[config.mk]
export PLATFORM = sky130hd
export DESIGN_NAME = instr_fetch_unit_flat
export DESIGN_NICKNAME = d
export VERILOG_FILES = /design/src/rtl/instr_fetch_unit_if.sv /design/src/rtl/instr_fetch_unit.sv /design/src/flat_wrapper.sv
export SDC_FILE = /design/constraint.sdc
export NUM_CORES = 1
export LEC_CHECK = 0
export ABC_AREA = 1
export CAP_MARGIN = 10
export CORE_UTILIZATION = 36
export CTS_BUF_LIST = sky130_fd_sc_hd__clkbuf_4 sky130_fd_sc_hd__clkbuf_8
export CTS_CLUSTER_SIZE = 20
export DETAILED_ROUTE_END_ITERATION = 7
export PLACE_DENSITY_LB_ADDON = 0.05
export RECOVER_POWER = 50
export SYNTH_ARGS = -nofsm -noshare
export SYNTH_HDL_FRONTEND = slang
export SYNTH_SLANG_ARGS = --single-unit
[constraint.sdc]
create_clock -name clk -period 5.05 [get_ports clk]
set_clock_uncertainty 0.15 [all_clocks]
set_input_delay 1.2625 -clock clk [delete_from_list [all_inputs] [get_ports clk]]
set_output_delay 1.2625 -clock clk [all_outputs]
set_load 0.01 [all_outputs]
[src/rtl/instr_fetch_unit_if.sv]
// instr_fetch_unit_if: command-memory read port, decoder handshake,
// jump redirect and fault flag of the instruction fetch unit.
interface instr_fetch_unit_if;
  logic [12:0] mem_address;
  logic        mem_read;
  logic [7:0]  mem_data;
  logic        instr_valid;
  logic        instr_ready;
  logic [7:0]  instr_hi;
  logic [7:0]  instr_lo;
  logic        instr_len2;
  logic [12:0] instr_pc;
  logic        jump_en;
  logic [12:0] jump_addr;
  logic        fault;

  // fetch unit side
  modport master (
    output mem_address,
    output mem_read,
    input  mem_data,
    output instr_valid,
    input  instr_ready,
    output instr_hi,
    output instr_lo,
    output instr_len2,
    output instr_pc,
    input  jump_en,
    input  jump_addr,
    output fault
  );

  // memory / control-unit side
  modport slave (
    input  mem_address,
    input  mem_read,
    output mem_data,
    input  instr_valid,
    output instr_ready,
    input  instr_hi,
    input  instr_lo,
    input  instr_len2,
    input  instr_pc,
    output jump_en,
    output jump_addr,
    input  fault
  );
endinterface

[src/rtl/instr_fetch_unit.sv]
// instr_fetch_unit: fetches 1/2-byte instructions from 8-bit memory.
// FETCH_WRAP_FAULT_EN: halt with fault=1 on a 13-bit address wrap.
module instr_fetch_unit #(
  parameter logic [12:0] RESET_PC  = 13'd0,
  parameter int unsigned READ_WAIT = 0
) (
  input logic                clk,
  input logic                rst,
  instr_fetch_unit_if.master bus
);

`ifdef FETCH_WRAP_FAULT_EN
  localparam bit WRAP_FAULT = 1'b1;
`else
  localparam bit WRAP_FAULT = 1'b0;
`endif

  localparam logic [2:0] WLAST = 3'(READ_WAIT);

  typedef enum logic [2:0] {
    IDLE,
    RD1,
    RD2,
    ISSUE,
    HALT
  } state_t;

  state_t      state;
  logic [12:0] pc;
  logic [2:0]  wcnt;

  logic        b1_len2;
  logic [13:0] inc1;
  logic [13:0] inc_len;
  logic        wait_done;

  // length of the instruction whose first byte is on mem_data
  always_comb begin
    b1_len2 = 1'b1;
    unique case (bus.mem_data[7:5])
      3'b100,
      3'b101,
      3'b111:  b1_len2 = 1'b0;
      default: b1_len2 = 1'b1;
    endcase
  end

  assign inc1      = {1'b0, pc} + 14'd1;
  assign inc_len   = {1'b0, pc}
                   + (bus.instr_len2 ? 14'd2 : 14'd1);
  assign wait_done = (wcnt == WLAST);

  // fetch FSM; all bus outputs are registered here
  always_ff @(posedge clk or negedge rst) begin
    if (!rst) begin
      state           <= IDLE;
      pc              <= RESET_PC;
      wcnt            <= '0;
      bus.mem_address <= '0;
      bus.mem_read    <= 1'b0;
      bus.instr_valid <= 1'b0;
      bus.instr_hi    <= '0;
      bus.instr_lo    <= '0;
      bus.instr_len2  <= 1'b0;
      bus.instr_pc    <= '0;
      bus.fault       <= 1'b0;
    end else begin
      unique case (state)
        IDLE: begin
          state        <= RD1;
          wcnt         <= '0;
          bus.mem_read <= 1'b1;
          if (bus.jump_en) begin
            pc              <= bus.jump_addr;
            bus.mem_address <= bus.jump_addr;
          end else begin
            bus.mem_address <= pc;
          end
        end

        RD1, RD2: begin
          if (bus.jump_en) begin
            pc              <= bus.jump_addr;
            bus.mem_address <= bus.jump_addr;
            bus.mem_read    <= 1'b1;
            wcnt            <= '0;
            state           <= RD1;
          end else if (!wait_done) begin
            wcnt <= wcnt + 3'd1;
          end else begin
            wcnt <= '0;
            if (state == RD1) begin
              bus.instr_hi <= bus.mem_data;
              bus.instr_pc <= pc;
              if (!b1_len2) begin
                bus.instr_lo    <= '0;
                bus.instr_len2  <= 1'b0;
                bus.instr_valid <= 1'b1;
                bus.mem_read    <= 1'b0;
                state           <= ISSUE;
              end else if (WRAP_FAULT && inc1[13]) begin
                bus.fault    <= 1'b1;
                bus.mem_read <= 1'b0;
                state        <= HALT;
              end else begin
                bus.instr_len2  <= 1'b1;
                bus.mem_address <= inc1[12:0];
                state           <= RD2;
              end
            end else begin
              bus.instr_lo    <= bus.mem_data;
              bus.instr_valid <= 1'b1;
              bus.mem_read    <= 1'b0;
              state           <= ISSUE;
            end
          end
        end

        ISSUE: begin
          if (bus.instr_ready) begin
            bus.instr_valid <= 1'b0;
            if (bus.jump_en) begin
              pc              <= bus.jump_addr;
              bus.mem_address <= bus.jump_addr;
              bus.mem_read    <= 1'b1;
              wcnt            <= '0;
              state           <= RD1;
            end else if (WRAP_FAULT && inc_len[13]) begin
              bus.fault <= 1'b1;
              state     <= HALT;
            end else begin
              pc              <= inc_len[12:0];
              bus.mem_address <= inc_len[12:0];
              bus.mem_read    <= 1'b1;
              wcnt            <= '0;
              state           <= RD1;
            end
          end else if (bus.jump_en) begin
            bus.instr_valid <= 1'b0;
            pc              <= bus.jump_addr;
            bus.mem_address <= bus.jump_addr;
            bus.mem_read    <= 1'b1;
            wcnt            <= '0;
            state           <= RD1;
          end
        end

        HALT: begin
          bus.mem_read    <= 1'b0;
          bus.instr_valid <= 1'b0;
        end

        default: state <= IDLE;
      endcase
    end
  end

endmodule
[src/flat_wrapper.sv]
// flat-port wrapper written by rule: the top's interface ports become plain ports
module instr_fetch_unit_flat 
#(
  parameter logic [12:0] RESET_PC  = 13'd0,
  parameter int unsigned READ_WAIT = 0
)
  (clk, rst, bus_mem_address, bus_mem_read, bus_mem_data, bus_instr_valid, bus_instr_ready, bus_instr_hi, bus_instr_lo, bus_instr_len2, bus_instr_pc, bus_jump_en, bus_jump_addr, bus_fault);
  instr_fetch_unit_if bus_i ();
  input logic clk;
  input logic rst;
  output wire logic [$bits(bus_i.mem_address)-1:0] bus_mem_address;
  output wire logic [$bits(bus_i.mem_read)-1:0] bus_mem_read;
  input wire logic [$bits(bus_i.mem_data)-1:0] bus_mem_data;
  output wire logic [$bits(bus_i.instr_valid)-1:0] bus_instr_valid;
  input wire logic [$bits(bus_i.instr_ready)-1:0] bus_instr_ready;
  output wire logic [$bits(bus_i.instr_hi)-1:0] bus_instr_hi;
  output wire logic [$bits(bus_i.instr_lo)-1:0] bus_instr_lo;
  output wire logic [$bits(bus_i.instr_len2)-1:0] bus_instr_len2;
  output wire logic [$bits(bus_i.instr_pc)-1:0] bus_instr_pc;
  input wire logic [$bits(bus_i.jump_en)-1:0] bus_jump_en;
  input wire logic [$bits(bus_i.jump_addr)-1:0] bus_jump_addr;
  output wire logic [$bits(bus_i.fault)-1:0] bus_fault;
  assign bus_mem_address = bus_i.mem_address;
  assign bus_mem_read = bus_i.mem_read;
  assign bus_i.mem_data = bus_mem_data;
  assign bus_instr_valid = bus_i.instr_valid;
  assign bus_i.instr_ready = bus_instr_ready;
  assign bus_instr_hi = bus_i.instr_hi;
  assign bus_instr_lo = bus_i.instr_lo;
  assign bus_instr_len2 = bus_i.instr_len2;
  assign bus_instr_pc = bus_i.instr_pc;
  assign bus_i.jump_en = bus_jump_en;
  assign bus_i.jump_addr = bus_jump_addr;
  assign bus_fault = bus_i.fault;
  instr_fetch_unit #(.RESET_PC(RESET_PC), .READ_WAIT(READ_WAIT)) u_core (.clk(clk), .rst(rst), .bus(bus_i));
endmodule
==> tab_implementation.tex, run 1 <==
\begin{tabular}{lr}
\hline
Metric & Value \\
\hline
\multicolumn{2}{l}{\textbf{Placed design}} \\
Post-Place Worst Slack & between 1 and 1.5 ns \\
HPWL after detailed placement & about 7900 um \\
Global placement routability congestion & around 0.86 \\
Total cell area at the placement stage & 4592 um2 \\
IO buf count & 69 \\
\multicolumn{2}{l}{\textbf{Floorplanning}} \\
Row cnt & 37 \\
Die extent in y & around 110 um \\
Die width & around 110 um \\
Floorplan Core Area & 10370 um2 \\
Starting density of the core & 37.28\% \\
Die outline area & approximately 11000 um2 \\
Count of boundary I/O pins & just over 70 \\
\multicolumn{2}{l}{\textbf{STA}} \\
Setup TNS & 0 ns \\
Max-slew violation count & 44 \\
Least-Margin Pin Slew & $\sim$2.6 ns \\
Final setup violation count & 0 \\
Rel. slew slack & -72.18\% \\
Number of hold violations in the final report & 0 \\
Timing-limited maximum frequency & around 0.25 GHz \\
Time the final worst path needs with I/O delays and setup & just under 4 ns \\
Unrepaired setup endpoints after global routing & no \\
Final setup margin & 1.123 ns \\
Final cycle utilization of the critical path & slightly below 80\% \\
\multicolumn{2}{l}{\textbf{Clocking}} \\
Num CTS Buffers & 9 \\
Clock tree from TritonCTS & yes \\
Max Root-Sink Buffers & 2 \\
Skew-Pair Late Insertion Delay & $\sim$0.36 ns \\
Count of clock tree sinks & between 60 and 70 \\
Clock root buffer & sky130\_fd\_sc\_hd\_\_clkbuf\_8 \\
Post-cts hold buffer count & 0 \\
Worst-path clk slew & around 0.070 ns \\
Post-CTS setup buffer count & 0 \\
H-tree levels & 3 \\
Post-CTS resize count & 0 \\
\multicolumn{2}{l}{\textbf{Cells and area}} \\
Number of antenna diodes & 0 \\
Area growth syn-to-layout & 24.69\% \\
Fraction of layout cells with a size suffix above 1 & 7.909\% \\
Final-stage net count & between 500 and 600 \\
Filler cell count in the final layout & between 1000 and 1500 \\
Post-route cell area & around 4800 um2 \\
\multicolumn{2}{l}{\textbf{Detailed routing}} \\
Total wire length after detailed routing & approximately 11000 um \\
DR DRC count & 0 \\
First drt pass iteration count & 6 \\
Routed length per instance & about 16 um \\
Vias per cell & 5.187 \\
Starting DRT DRC Count & between 200 and 250 \\
Number of nets still failing antenna checks after routing & 0 \\
Total number of vias & approximately 3700 \\
\multicolumn{2}{l}{\textbf{Min path}} \\
Worst hold path type & reg -> reg \\
\multicolumn{2}{l}{\textbf{Pwr}} \\
Comb pwr share & between 50 and 60\% \\
Register share of total power & a little under a third \\
Fraction of power spent switching nets & between 40\% and 50\% \\
Internal cell power & between 1.5 and 2 mW \\
Leakage & between 2 and 2.5 nW \\
PD cells & between 600 and 700 nW/um2 \\
Switching power & roughly 1.4 mW \\
Clock group share of total power & between 10\% and 20\% \\
VDD IR max & 0.2973 mV \\
\multicolumn{2}{l}{\textbf{Worst setup path}} \\
Element type at the critical path end & register \\
Kind of start point of the critical path & primary input \\
Data required time at the worst endpoint & slightly above 5 ns \\
Worst-path fanout max & 26 \\
Path type of the worst setup path & in -> reg \\
Data arrival at the endpoint of the critical path & approximately 4.0 ns \\
\multicolumn{2}{l}{\textbf{Synth}} \\
Sequential share of the synthesized area & around two fifths \\
Number of instances in the synthesized netlist & about 500 \\
Net count after synthesis & 537 \\
Number of flops mapped to enable cells by yosys & 0 \\
Library cells used by synthesis & 40 \\
Average instance area after synthesis & 7.702 um2 \\
Area of the mapped netlist & 3866 um2 \\
Number of warnings printed during yosys synthesis & 1 \\
Fraction of registers with async set or reset after synthesis & 100.0\% \\
Post-synthesis register bit count & 63 \\
Top\_reg\_cell synth & sky130\_fd\_sc\_hd\_\_dfrtp\_1 \\
\multicolumn{2}{l}{\textbf{Global route}} \\
GR Overflow Total & 0 \\
Wire length of the first global-routing pass & between 15000 and 20000 um \\
Global routing usage summed across all routing layers & 21.91\% \\
Largest net degree at the start of global routing & 44 \\
Initial antenna violation count & 0 \\
Number of global-route vias before repair & 3749 \\
\multicolumn{2}{l}{\textbf{Run status}} \\
Outcome & finished with violations \\
Violations in the final reports & max-capacitance violations, max-slew violations \\
\multicolumn{2}{l}{\textbf{Run}} \\
Max-cap viol count & 1 \\
\hline
\end{tabular}
[worst paths after layout]
check,end,cells past startpoint,slack (ns),start
setup / recovery,u_core.bus.mem_address[1]$_DFFE_PN0P_,8,1.12,bus_jump_en
hold / removal,u_core.bus.mem_address[9]$_DFFE_PN0P_,2,0.33,u_core.bus.mem_address[9]$_DFFE_PN0P_
setup reg to reg,u_core.bus.mem_address[1]$_DFFE_PN0P_,8,2.24,u_core.state[0]$_DFFE_PN0P_
hold reg to reg,u_core.bus.mem_address[9]$_DFFE_PN0P_,2,0.33,u_core.bus.mem_address[9]$_DFFE_PN0P_
max in group asynchronous,u_core.bus.instr_lo[3]$_DFFE_PN0P_,1,1.73,rst
min in group asynchronous,u_core.bus.mem_address[3]$_DFFE_PN0P_,1,1.55,rst
[Yosys cell counts (6+ instances only)]
cell type                 count  share of area [%]
sky130_fd_sc_hd__nor2_1      46                4.5
sky130_fd_sc_hd__nand2_1    137                 13
sky130_fd_sc_hd__mux2_2       6                1.7
sky130_fd_sc_hd__o21ai_0     39                5.0
sky130_fd_sc_hd__a31oi_1      6               0.97
sky130_fd_sc_hd__nand4_1      8                1.3
sky130_fd_sc_hd__buf_6        6                1.7
sky130_fd_sc_hd__a21oi_2      7                1.6
sky130_fd_sc_hd__nand3_1     38                4.9
sky130_fd_sc_hd__inv_1       44                4.3
sky130_fd_sc_hd__a21oi_1     29                3.8
sky130_fd_sc_hd__dfrtp_1     63                 41
sky130_fd_sc_hd__ha_1         9                2.9
[through the flow]
| stage | util (%) | std cells | power, mW | hold WS, ns |
|---|---|---|---|---|
| 3_3_place_gp | 44.28 | 689 | 2.608 | 0.3136 |
| 3_5_place_dp | 44.28 | 689 | 2.631 | 0.3184 |
| 4_1_cts | 46.61 | 705 | 3.189 | 0.3388 |
| 2_1_floorplan | - | 502 | 1.980 | 0.3642 |
| 6_report | 46.49 | 705 | 3.121 | 0.3257 |
| 5_1_grt | 46.49 | 705 | 3.379 | 0.3505 |
[power by group through the flow]
stage / sequential, mW / clock [mW] / combinational, mW
floorplan: 0.979 / 0 / 1.00
CTS: 0.949 / 0.557 / 1.68
finish: 0.945 / 0.540 / 1.64
global route: 0.977 / 0.575 / 1.83
detailed placement: 0.952 / 0 / 1.68
global placement: 0.953 / 0 / 1.66
[metal layers]
metal,GRT usage [%],part of all wire [%],wire [um]
met1,26.96,44,5113
met2,37.83,49,5688
met3,4.453,4.6,523
met4,8.036,1.4,166
met5,0,0,0
[cells in the final DEF, fill, tap and decap left out, types with 2 or more instances in the layout]
cell                              netlist  routed
sky130_fd_sc_hd__nand2_2                3       3
sky130_fd_sc_hd__nand4_1                8       8
sky130_fd_sc_hd__ha_1                   9       9
sky130_fd_sc_hd__a21oi_1               29      30
sky130_fd_sc_hd__a21oi_2                7       6
sky130_fd_sc_hd__inv_1                 44      45
sky130_fd_sc_hd__a31oi_1                6       6
sky130_fd_sc_hd__o221ai_1               5       5
sky130_fd_sc_hd__nand3b_1               3       3
sky130_fd_sc_hd__mux2_1                 3       3
sky130_fd_sc_hd__dfrtp_1               63      63
sky130_fd_sc_hd__inv_2                  3       2
sky130_fd_sc_hd__buf_4                  5       2
sky130_fd_sc_hd__mux2_2                 6       6
sky130_fd_sc_hd__nand2_1              137     138
sky130_fd_sc_hd__o211ai_1               5       5
sky130_fd_sc_hd__nor2_8                 3       3
sky130_fd_sc_hd__nor2_1                46      46
sky130_fd_sc_hd__nor2_2                 2       2
sky130_fd_sc_hd__clkbuf_8               0      12
sky130_fd_sc_hd__o21ai_1                2       2
sky130_fd_sc_hd__dlygate4sd3_1          0      19
sky130_fd_sc_hd__a22oi_1                4       4
sky130_fd_sc_hd__nor3_1                 3       3
sky130_fd_sc_hd__clkdlybuf4s50_1        0      49
sky130_fd_sc_hd__bufinv_16              0       2
sky130_fd_sc_hd__o21ai_0               39      39
sky130_fd_sc_hd__nand3_1               38      38
[final cells by class]
cell class / count / area, um2 / area share, %
multi-input cells: 371 / 1953 / 40.51
inverters: 48 / 180.2 / 3.737
clock inverters: 4 / 76.32 / 1.583
repair buffers: 71 / 699.4 / 14.51
clock buffers: 12 / 165.2 / 3.426
well taps: 136 / 170.2 / 3.530
flip-flops and latches: 63 / 1577 / 32.70
[flip-flops by register name, indices dropped and copies added (netlist names)]
signal / count
u_core.bus.instr_pc: 13
u_core.wcnt: 3
u_core.bus.mem_address: 13
u_core.pc: 13
u_core.state: 2
u_core.bus.instr_lo: 8
u_core.bus.mem_read: 1
u_core.bus.instr_valid: 1
u_core.bus.instr_hi: 8
u_core.bus.instr_len2: 1
[critical path, stage by stage]
cell and delay [ns]:
sky130_fd_sc_hd__dlygate4sd3_1 0.56, sky130_fd_sc_hd__inv_1 0.61, sky130_fd_sc_hd__nand2_1 0.37, sky130_fd_sc_hd__a21oi_1 0.54, sky130_fd_sc_hd__nor2_8 0.07, sky130_fd_sc_hd__nand2_4 0.31
sky130_fd_sc_hd__a21oi_1 0.07, sky130_fd_sc_hd__a22o_1 0.21
[kinds of logic after synthesis]
logic type	count (synthesis)	synth area share, %
flip-flops	63	40.78
multiplexers	9	2.621
adder cells (fa/ha/maj)	10	3.430
buffers and inverters	68	8.414
AO/OA/AOI/OAI	103	15.79
AND/OR/NAND/NOR	248	28.87
other	1	0.09699
Note: power is estimated with default switching activity, not from simulation.
==> run 2, diff against run 1 <==
==> constraint.sdc (replaced) <==
create_clock -name clk -period 3.9 [get_ports clk]
set_clock_uncertainty 0.15 [all_clocks]
set_input_delay 0.975 -clock clk [delete_from_list [all_inputs] [get_ports clk]]
set_output_delay 0.975 -clock clk [all_outputs]
set_load 0.01 [all_outputs]
==> run 2 against run 1 <==
Compared with the run above: the flow still finishes with violations (max-capacitance violations, max-slew violations); final cell count increased by 0.57%; critical endpoint unchanged; non-clock buffer count increased by 4; setup slack got worse by 0.025 ns; register-to-register slack got worse by 1.1 ns.
==> tab_implementation.tex, run 2 (same netlist as run 1, synthesis figures left out) <==
\begin{tabular}{lr}
\hline
Metric & Value \\
\hline
\multicolumn{2}{l}{\textbf{Placed design}} \\
Global placement routability congestion & 0.8266 (-4.4\%) \\
IO buf count & 69 (unchanged) \\
HPWL after detailed placement & 7741 um (-1.9\%) \\
\multicolumn{2}{l}{\textbf{Detailed routing}} \\
First drt pass iteration count & 5 (-1) \\
Routed length per instance & 15.60 um (-4.3\%) \\
Total wire length after detailed routing & 11060 um (-3.8\%) \\
Number of nets still failing antenna checks after routing & 0 (unchanged) \\
Starting DRT DRC Count & 214 (+0.47\%) \\
Vias per cell & 5.231 (+0.85\%) \\
DR DRC count & 0 (unchanged) \\
Total number of vias & 3709 (+1.4\%) \\
\multicolumn{2}{l}{\textbf{Floorplanning}} \\
Count of boundary I/O pins & 71 (unchanged) \\
Die extent in y & 105.6 um (unchanged) \\
Floorplan Core Area & 10370 um2 (unchanged) \\
Die outline area & 11160 um2 (unchanged) \\
Die width & 105.6 um (unchanged) \\
Starting density of the core & 37.28\% (unchanged) \\
Row cnt & 37 (unchanged) \\
\multicolumn{2}{l}{\textbf{STA}} \\
Final cycle utilization of the critical path & between 70\% and 80\% \\
Max-slew violation count & 30 (-32\%) \\
Final setup violation count & 0 (unchanged) \\
Setup TNS & 0 ns (unchanged) \\
Least-Margin Pin Slew & 1.783 ns (-0.7995 ns) \\
Timing-limited maximum frequency & approximately 0.36 GHz \\
Rel. slew slack & -18.88\% (+53 points) \\
Unrepaired setup endpoints after global routing & no \\
Time the final worst path needs with I/O delays and setup & 2.802 ns \\
Number of hold violations in the final report & 0 (unchanged) \\
\multicolumn{2}{l}{\textbf{Worst setup path}} \\
Kind of start point of the critical path & register \\
Data required time at the worst endpoint & 4.00 ns (-1.14 ns) \\
Data arrival at the endpoint of the critical path & 2.90 ns (-1.12 ns) \\
Launching point of the worst reg2reg path & u\_core.state[0]\$\_DFFE\_PN0P\_ \\
Worst-path fanout max & 26 (unchanged) \\
Element type at the critical path end & register \\
Path depth of the worst reg2reg path & 8 (unchanged) \\
Path type of the worst setup path & reg -> reg \\
Critical path launch point & u\_core.state[0]\$\_DFFE\_PN0P\_ \\
\multicolumn{2}{l}{\textbf{Global route}} \\
GR Overflow Total & 0 (unchanged) \\
Largest net degree at the start of global routing & 36 (-18\%) \\
Met2 track demand over resource & 36.09\% (-1.7 points) \\
Global routing usage summed across all routing layers & 21.64\% (-0.27 points) \\
Grt peak-use layer & met2 \\
Number of global-route vias before repair & 3668 (-2.2\%) \\
Routing usage on met3 & 6.061\% (+1.6 points) \\
Initial antenna violation count & 0 (unchanged) \\
Wire length of the first global-routing pass & 18550 um (-1.4\%) \\
Met1 usage in global routing & 26.92\% (-0.041 points) \\
\multicolumn{2}{l}{\textbf{Run}} \\
Max-cap viol count & 1 (unchanged) \\
\multicolumn{2}{l}{\textbf{Clocking}} \\
Max Root-Sink Buffers & 2 (unchanged) \\
H-tree levels & 3 (unchanged) \\
Clock root buffer & sky130\_fd\_sc\_hd\_\_clkbuf\_8 \\
Clock tree from TritonCTS & yes \\
Count of clock tree sinks & 63 (unchanged) \\
Worst-path clk slew & 0.08 ns (about the same) \\
Num CTS Buffers & 9 (unchanged) \\
Post-CTS setup buffer count & 0 (unchanged) \\
Skew-Pair Late Insertion Delay & 0.35 ns (about the same) \\
Post-cts hold buffer count & 0 (unchanged) \\
Post-CTS resize count & 0 (unchanged) \\
\multicolumn{2}{l}{\textbf{Cells and area}} \\
Filler cell count in the final layout & 1071 (+1.0\%) \\
Area growth syn-to-layout & 25.73\% \\
Fraction of layout cells with a size suffix above 1 & 8.551\% (+0.64 points) \\
Registers with the most flip-flops & u\_core.bus.instr\_pc: 13 flops, u\_core.bus.mem\_address: 13 flops, u\_core.pc: 13 flops \\
Number of antenna diodes & 0 (unchanged) \\
Top library cells by usage in the layout, fill and taps aside & sky130\_fd\_sc\_hd\_\_nand2\_1 (139), sky130\_fd\_sc\_hd\_\_dfrtp\_1 (63), sky130\_fd\_sc\_hd\_\_clkdlybuf4s50\_1 (60), sky130\_fd\_sc\_hd\_\_nor2\_1 (46), sky130\_fd\_sc\_hd\_\_inv\_1 (44) \\
Final-stage net count & 603 (+0.67\%) \\
Leading cell type in the layout, fill and taps excluded & sky130\_fd\_sc\_hd\_\_nand2\_1 \\
\multicolumn{2}{l}{\textbf{Min path}} \\
Number of instances on the worst hold path & 2 (unchanged) \\
Worst hold path type & reg -> reg \\
Hold Crit Start & u\_core.bus.mem\_address[5]\$\_DFFE\_PN0P\_ \\
\multicolumn{2}{l}{\textbf{Pwr}} \\
Post-layout power & 4.048 mW (+30\%) \\
PD cells & 832.7 nW/um2 (+29\%) \\
Leakage & 2.267 nW (+0.60\%) \\
VDD IR max & 0.3596 mV (+21\%) \\
\multicolumn{2}{l}{\textbf{Run status}} \\
Outcome & finished with violations \\
Violations in the final reports & max-capacitance violations, max-slew violations \\
\hline
\end{tabular}
[run 2: cell types whose count changed in the layout (fill, tap and decap cells not counted), sizes merged]
| cell | delta |
|---|---|
| buf | +4 |
| clkdlybuf4s50 | +11 |
| dlygate4sd3 | -11 |
[run 2: layout make-up]
class / count / area (um2) / share of cell area [%]
Multi-Input combinational cell: 371 / 1951 / 40.13
Sequential cell: 63 / 1577 / 32.43
Timing Repair Buffer: 75 / 742.0 / 15.26
Inverter: 48 / 180.2 / 3.707
Tap cell: 136 / 170.2 / 3.501
Clock buffer: 12 / 165.2 / 3.398
Clock inverter: 4 / 76.32 / 1.570
[run 2: power by group]
group / internal [mW] / switching [mW]
registers: 0.970 / 0.244
logic: 0.910 / 1.23
clock network: 0.414 / 0.277
total: 2.29 / 1.75
[run 2: stage by stage]
stage / std cells / area, um2 / util (%) / hold WS (ns) / setup WS [ns]
after floorplan: 502 / 3866 / - / 0.3642 / 1.706
after global placement: 693 / 4634 / 44.69 / 0.3167 / 0.9117
after detailed placement: 693 / 4634 / 44.69 / 0.3151 / 0.9312
after CTS: 709 / 4876 / 47.02 / 0.3335 / 1.262
after global routing: 709 / 4861 / 46.88 / 0.3528 / 0.9172
final: 709 / 4861 / 46.88 / 0.3214 / 1.098
[run 2: worst paths after layout]
kind                                                          to  slack (ns)
max reg2reg                u_core.bus.mem_address[1]$_DFFE_PN0P_        1.10
max in group asynchronous            u_core.state[1]$_DFFE_PN0P_        1.63
min reg2reg                u_core.bus.mem_address[5]$_DFFE_PN0P_        0.32
max                        u_core.bus.mem_address[1]$_DFFE_PN0P_        1.10
min                        u_core.bus.mem_address[5]$_DFFE_PN0P_        0.32
min in group asynchronous  u_core.bus.mem_address[2]$_DFFE_PN0P_        0.94
[run 2: critical path: stages (launching register included)]
cell                      delay (ns)
sky130_fd_sc_hd__dfrtp_1        0.40
sky130_fd_sc_hd__inv_1          0.07
sky130_fd_sc_hd__ha_1           0.60
sky130_fd_sc_hd__nand2_1        0.31
sky130_fd_sc_hd__a21oi_1        0.51
sky130_fd_sc_hd__nor2_8         0.07
sky130_fd_sc_hd__nand2_4        0.32
sky130_fd_sc_hd__a21oi_1        0.07
sky130_fd_sc_hd__a22o_1         0.19
[run 2: routing by layer]
layer	share of wire, %	vias up
met4	1.7	0
met1	43	1766
met5	0	-
li1	-	1810
met3	6.2	16
met2	49	117
